File: src/rtl/alu_8_bit.sv
// 8-bit ALU with a single registered output stage and synchronous active-low reset.
// Define ALU_8_BIT_FLAGS_EN to add registered carry and zero flag outputs.
module alu_8_bit (
    input  logic       clk,
    input  logic       rst_n,
    input  logic [7:0] A,
    input  logic [7:0] B,
    input  logic [1:0] S1,
    input  logic [2:0] S2,
    input  logic [3:0] S3,
`ifdef ALU_8_BIT_FLAGS_EN
    output logic       carry,
    output logic       zero,
`endif
    output logic [7:0] O
);

    logic [7:0] w_result;
    logic [7:0] r_o;

    always_comb begin
        w_result = 8'h00;
        case (S1)
            2'b00: begin
                case (S2)
                    3'b000:  w_result = A + B;
                    3'b001:  w_result = A - B;
                    3'b010:  w_result = A + 8'd1;
                    3'b011:  w_result = A - 8'd1;
                    3'b100:  w_result = B + 8'd1;
                    3'b101:  w_result = B - 8'd1;
                    3'b110:  w_result = A * B;
                    default: w_result = 8'h00 - A;
                endcase
            end
            2'b01: begin
                case (S3)
                    4'b0000: w_result = A & B;
                    4'b0001: w_result = A | B;
                    4'b0010: w_result = A ^ B;
                    4'b0011: w_result = ~(A & B);
                    4'b0100: w_result = ~(A | B);
                    4'b0101: w_result = ~(A ^ B);
                    4'b0110: w_result = ~A;
                    4'b0111: w_result = ~B;
                    4'b1000: w_result = {A[6:0], 1'b0};
                    4'b1001: w_result = {1'b0, A[7:1]};
                    4'b1010: w_result = {A[6:0], A[7]};
                    4'b1011: w_result = {A[0], A[7:1]};
                    4'b1100: w_result = {7'd0, (A > B)};
                    4'b1101: w_result = {7'd0, (A == B)};
                    4'b1110: w_result = A;
                    default: w_result = B;
                endcase
            end
            2'b10:   w_result = A;
            default: w_result = 8'h00;
        endcase
    end

    always_ff @(posedge clk) begin
        if (!rst_n) begin
            r_o <= 8'h00;
        end else begin
            r_o <= w_result;
        end
    end

    assign O = r_o;

`ifdef ALU_8_BIT_FLAGS_EN
    logic [8:0] w_add_ab;
    logic       w_carry;
    logic       r_carry;
    logic       r_zero;

    assign w_add_ab = {1'b0, A} + {1'b0, B};

    // Subtract/decrement ops report borrow; shifts and rotates report the bit moved out.
    always_comb begin
        w_carry = 1'b0;
        if (S1 == 2'b00) begin
            case (S2)
                3'b000:  w_carry = w_add_ab[8];
                3'b001:  w_carry = (A < B);
                3'b010:  w_carry = (A == 8'hFF);
                3'b011:  w_carry = (A == 8'h00);
                3'b100:  w_carry = (B == 8'hFF);
                3'b101:  w_carry = (B == 8'h00);
                default: w_carry = 1'b0;
            endcase
        end else if (S1 == 2'b01) begin
            case (S3)
                4'b1000: w_carry = A[7];
                4'b1001: w_carry = A[0];
                4'b1010: w_carry = A[7];
                4'b1011: w_carry = A[0];
                default: w_carry = 1'b0;
            endcase
        end
    end

    always_ff @(posedge clk) begin
        if (!rst_n) begin
            r_carry <= 1'b0;
            r_zero  <= 1'b0;
        end else begin
            r_carry <= w_carry;
            r_zero  <= (w_result == 8'h00);
        end
    end

    assign carry = r_carry;
    assign zero  = r_zero;
`endif

endmodule

File: config.mk
export PLATFORM = sky130hd
export DESIGN_NAME = alu_8_bit
export DESIGN_NICKNAME = d
export VERILOG_FILES = /design/src/rtl/alu_8_bit.sv
export SDC_FILE = /design/constraint.sdc
export NUM_CORES = 1
export LEC_CHECK = 0
export BUFFER_PORTS_ARGS = -buffer_cell sky130_fd_sc_hd__buf_2
export CAP_MARGIN = 20
export CORE_MARGIN = 8
export CORE_UTILIZATION = 55
export CTS_BUF_LIST = sky130_fd_sc_hd__clkbuf_4
export DETAILED_ROUTE_END_ITERATION = 10
export PLACE_DENSITY = 0.74
export SLEW_MARGIN = 40
export SYNTH_ARGS = -nofsm -noshare
export SYNTH_HDL_FRONTEND = slang
export SYNTH_SLANG_ARGS = --single-unit
export TNS_END_PERCENT = 20
File: constraint.sdc
create_clock -name clk -period 4.4 [get_ports clk]
set_input_delay 0 -clock clk [delete_from_list [all_inputs] [get_ports clk]]
set_output_delay 0 -clock clk [all_outputs]
set_load 0.05 [all_outputs]
# Yosys cells after proc, flatten, opt, wreduce, memory -nomap -nowiden
# Cells that the tools add are included.
[totals] register_bits=8 inputBits=27 out_inout_bits=8 elab_cells=47
[classes] add_sub_neg=7 mul=1 magnitude_cmp=1 eq_ne=23 mux=3 bitwise_logic=8 n_reduce_logical=3
[ops] op="$pmux W8 S15" count=1
[ops] op="$pmux W8 S7" count=1
[ops] op="$not A8 Y8" count=5
[ops] op="$eq A4 B4 Y1 const B" count=7
[ops] op="$pmux W8 S3" count=1
[ops] op="$add A8 B1 Y8 const B" count=2
[ops] op="$eq A4 B3 Y1 const B" count=4
[ops] op="$sub A8 B1 Y8 const B" count=2
[ops] op="$eq A3 B3 Y1 const B" count=3
[ops] op="$add A8 B8 Y8" count=1
[ops] op="$and A8 B8 Y8" count=1
[ops] op="$eq A4 B2 Y1 const B" count=2
[ops] op="$eq A8 B8 Y1" count=1
[ops] op="$gt A8 B8 Y1" count=1
[ops] op="$mul A8 B8 Y8" count=1
[ops] op="$or A8 B8 Y8" count=1
[ops] op="$sub A1 B8 Y8 const A" count=1
[ops] op="$sub A8 B8 Y8" count=1
[ops] op="$xor A8 B8 Y8" count=1
[ops] op="$eq A3 B2 Y1 const B" count=2
[ops] op="$eq A4 B1 Y1 const B" count=1
[ops] op="$logic_not A4 Y1" count=1
[ops] op="$eq A3 B1 Y1 const B" count=1
[ops] op="$logic_not A3 Y1" count=1
[ops] op="other kinds (3)" count=3

# Depth between registers and ports, before layout
[logic_depth] depth_word=4 mapped_depth=19 mapped_depth_nobuf=17

# Worst setup path before layout
# No wires, ideal clock.
[synth_path] path_type="input to register" from="input A[0]" to="register r_o[7], in the netlist O[7]" setup_time_ns=0.122 arrival_ns=3.796 t_required_ns=4.278 setup_slack_ns=0.483 cell_stages=17 n_path_buf=2 path_cell_list="clkbuf_1 > inv_1 > clkbuf_1 > nor2_1 > fa_1 > fa_1 > ha_1 > inv_1 > fa_1 > inv_1 > ha_1 > a21o_1 > a21oi_1 > xnor3_1 > o211ai_2 > and4_1 > a31oi_1"
[synth_via] elab_chain_len=3 word_cells_on_any_way=9 cone_classes="add/sub (5); mul (1); mux (3)"
[synth_rtl] element="from (decl)" line_no="6" source="input logic [7:0] A,"
[synth_rtl] element="$mul A8 B8 Y8, or another cell as far along" line_no="32" source="3'b110: w_result = A * B;"
[synth_rtl] element="$pmux W8 S7" line_no="25" source="case (S2)"
[synth_rtl] element="$pmux W8 S3 (*)" line_no="23" source="case (S1)"
[synth_rtl] element="to (signal assigned)" line_no="65" source="r_o <= w_result;"
[synth_rtl] element="to (decl)" line_no="19" source="logic [7:0] r_o;"
# Mark *: on every way between the ends. The rest lies on a longest branch, timed or not.
# A chain may end at the register's enable or synchronous reset.

# Worst setup path in the final report
# Ends and elaborated chain as after synthesis.

==> key figures <==
STA
  – Fin. Hold Viols: 0
  – Slew HR: 47.6%
  – Slew @ Worst Pin: 786 ps
  – Period utilisation layout: 86.0%
  – Fmax: 264 MHz
  – Unrepaired setup endpoints after global routing: no
  – Setup TNS: 0 ps
  – Fin. max-slew vios: 0
  – Period minus WS final: 3780 ps
  – Setup violations, final: 0

Synth
  – Post-synth top area cell: ha_1
  – Synth Cell Area: 0.00383 mm2
  – Cells taking the most area after synthesis: ha_1 18%, fa_1 7.8%, nor2_1 6.1%
  – Sequential element share of the synthesized area: 4.19%
  – Post-synthesis register bit count: 8
  – Syn Nets: 636
  – Share of the synthesized area in the top cell type: 17.7%
  – Post-synth EDFFs: 0
  – YS warnings: 0
  – Async SR Flop Fraction: 0%
  – Gate Count Post-Synth: 540
  – Ys flop type: dfxtp_1
  – Yosys cell types: 70
  – Mean Syn Cell Area: 7.09 um2

Placed design
  – Inst Count DP: 630
  – I/O Buffers: 34
  – Final RePlAce weighted congestion: 0.949
  – HPWL Detailed: 10700 um

Worst setup path
  – CP required: 4550 ps
  – CP endpoint kind: flip-flop
  – Startpoint types: input port
  – Crit Path Class: input port to flip-flop
  – Most common cell type on the critical path: inv_1
  – CP max stage cell: fa_1
  – Worst-path maximum fanout: 10
  – Max incr delay on CP: 570 ps
  – Critical path arrival: 3930 ps
  – Worst path cell trace: buf_2 > inv_1 > buf_4 > nor2_1 > ha_1 > inv_1 > fa_1 > inv_1 > ha_1 > fa_1 > inv_1 > fa_1 > inv_1 > a21o_1 > a21oi_1 > xnor3_1 > o211ai_2 > and4_1 > a31oi_1

Global route
  – Grt met1 use: 35.4%
  – GRT overflow: 0
  – GRT met2 Usage: 42.1%
  – GRT Resource Usage Total: 27.5%
  – Initial antenna violation count: 0
  – Largest net degree at the start of global routing: 47
  – Global-route wire length before repair: 21700 um
  – Number of global-route vias before repair: 4193
  – Grt peak-use layer: met2
  – Global-route met3 utilization: 5.87%

Layout
  – Antenna Cells: 0
  – Max reg flops: 8
  – FILL cells: 680
  – Layout cells sized above 1: 9.58%
  – Layout Cells excl Fill: 633
  – Final nets: 651
  – P&R area growth vs syn: 5.26%

Floorplan
  – Row cnt: 30
  – Core Area: 0.00676 mm2
  – I/O pins: 35
  – Die width: 99.4 um
  – Initial Utilization: 56.6%
  – Height of the chip: 99.4 um
  – Total die area: 0.00988 mm2

Clock network
  – Htree depth: 1
  – CTS Buf Count: 3
  – Hold Buf Count CTS: 0
  – Clock slew at the register clock pins of the worst setup and hold paths: 60 ps
  – Root buffer cell: clkbuf_4
  – CTS tree: built
  – Sinks on Clock Net: 8
  – Max Root-Sink Buffers: 2
  – Post-CTS Setup Inserts: 0
  – Post-CTS Resized: 0

Power
  – Power Total: 786 uW
  – Peak VDD IR: 0.0931 mV
  – Lkg Pwr: 1.89 nW
  – PwrDens: 195 mW/mm2

Routing
  – Post-route ant nets: 0
  – Starting DRT DRC Count: 555
  – Routed vias: 4266
  – DRT Pass-1 Iters: 7
  – Residual DRC: 0
  – Via density: 6.74
  – Routed wire length: 13600 um
  – Wire per inst: 21.5 um

Worst hold path
  – Hold Path Depth: 2
  – Worst Hold Launch: rst_n
  – Hold/Removal Path Class: input port to flip-flop
  – End of the worst hold path: O[4]

Status
  – Status: finished, final reports clean

Run
  – Max-Cap Viols: 0
cell usage in the layout (no fill, tap or decap), types with 4 or more instances in the layout:
master | netlist | final
nor3_1 | 9 | 9
nand2b_1 | 11 | 11
xor2_1 | 6 | 6
buf_2 | 16 | 34
a22o_1 | 4 | 4
a211oi_1 | 7 | 7
mux2i_1 | 8 | 8
o221ai_1 | 5 | 5
a21o_1 | 8 | 8
o22ai_1 | 8 | 8
a31oi_1 | 8 | 8
nor2b_1 | 8 | 8
o21bai_1 | 5 | 5
nand2_1 | 47 | 47
inv_1 | 51 | 51
o21ai_1 | 9 | 9
nand3_1 | 11 | 11
nor2_1 | 62 | 62
buf_4 | 1 | 6
fa_1 | 15 | 15
o211ai_1 | 11 | 11
o21ai_0 | 25 | 25
xnor2_1 | 21 | 21
o31ai_1 | 5 | 5
a21oi_1 | 37 | 37
dfxtp_1 | 8 | 8
ha_1 | 54 | 54
worst max-delay path, delay by kind of cell:
family | cells | cell delay, ps
AO/OA/AOI/OAI | 4 | 390
XOR/XNOR | 1 | 360
adder cells (fa/ha/maj) | 5 | 2000
buffers and inverters | 7 | 830
AND/OR/NAND/NOR | 2 | 310
synth_stat cells, drive strengths merged (4+ instances only):
library cell	number
a211oi	8
a21o	8
a21oi	37
a22o	4
a31oi	8
buf	20
clkbuf	10
dfxtp	8
fa	15
ha	54
inv	54
mux2i	8
nand2	48
nand2b	11
nand3	11
nor2	62
nor2b	8
nor3	9
o211ai	12
o21ai	34
o21bai	5
o221ai	5
o22ai	8
o31ai	5
xnor2	22
xor2	6
report_power, final:
group	total (mW)	switching [mW]	internal (mW)
combinational	0.648	0.389	0.259
sequential	0.0800	0.00128	0.0787
clock	0.0580	0.0267	0.0313
total	0.786	0.417	0.369
area by class of cell:
class	instances	area, um2	share of cell area, %
Inverter	54	203	5.03
Clock buffer	3	22.5	0.559
Sequential cell	8	160	3.98
Multi-Input combinational cell	448	3330	82.6
Tap cell	80	100	2.49
Timing Repair Buffer	40	215	5.34
routing by layer:
metal | up-vias | wire length, um
li1 | 1950 | -
met1 | 1989 | 5760
met2 | 280 | 5840
met3 | 47 | 1370
met4 | 0 | 637
met5 | - | 0
cells by family (layout without fill, tap and decap cells):
logic type | count (synthesis) | in the layout | synth area share (%)
adders and majority gates | 69 | 69 | 25.5
and+or+nand+nor | 172 | 172 | 20.9
xor gates and xnor gates | 31 | 31 | 8.37
muxes | 12 | 12 | 3.56
AOI/OAI and AO/OA | 164 | 164 | 28.6
DFF | 8 | 8 | 4.19
buffers and inverters | 84 | 97 | 8.86
per-stage QoR:
stage	instance area, um2	hold slack, ps	utilization (%)	setup slack (ps)
finish	4030	36.9	59.6	618
global route	4030	32.1	59.6	297
CTS	4030	28.1	59.6	623
detailed placement	4010	297	59.3	342
global placement	4010	309	59.3	482
floorplan	3830	118	-	483
how the worst max path moves through the flow:
stage | endpoint | startpoint | slack (ps)
after floorplan | O[7] | A[0] | 480
after global placement | O[7] | A[0] | 480
after detailed placement | O[7] | A[0] | 340
after CTS | O[7] | A[0] | 620
after global routing | O[7] | A[0] | 300
final | O[7] | A[0] | 620
Power figures use the tool's default switching activity.
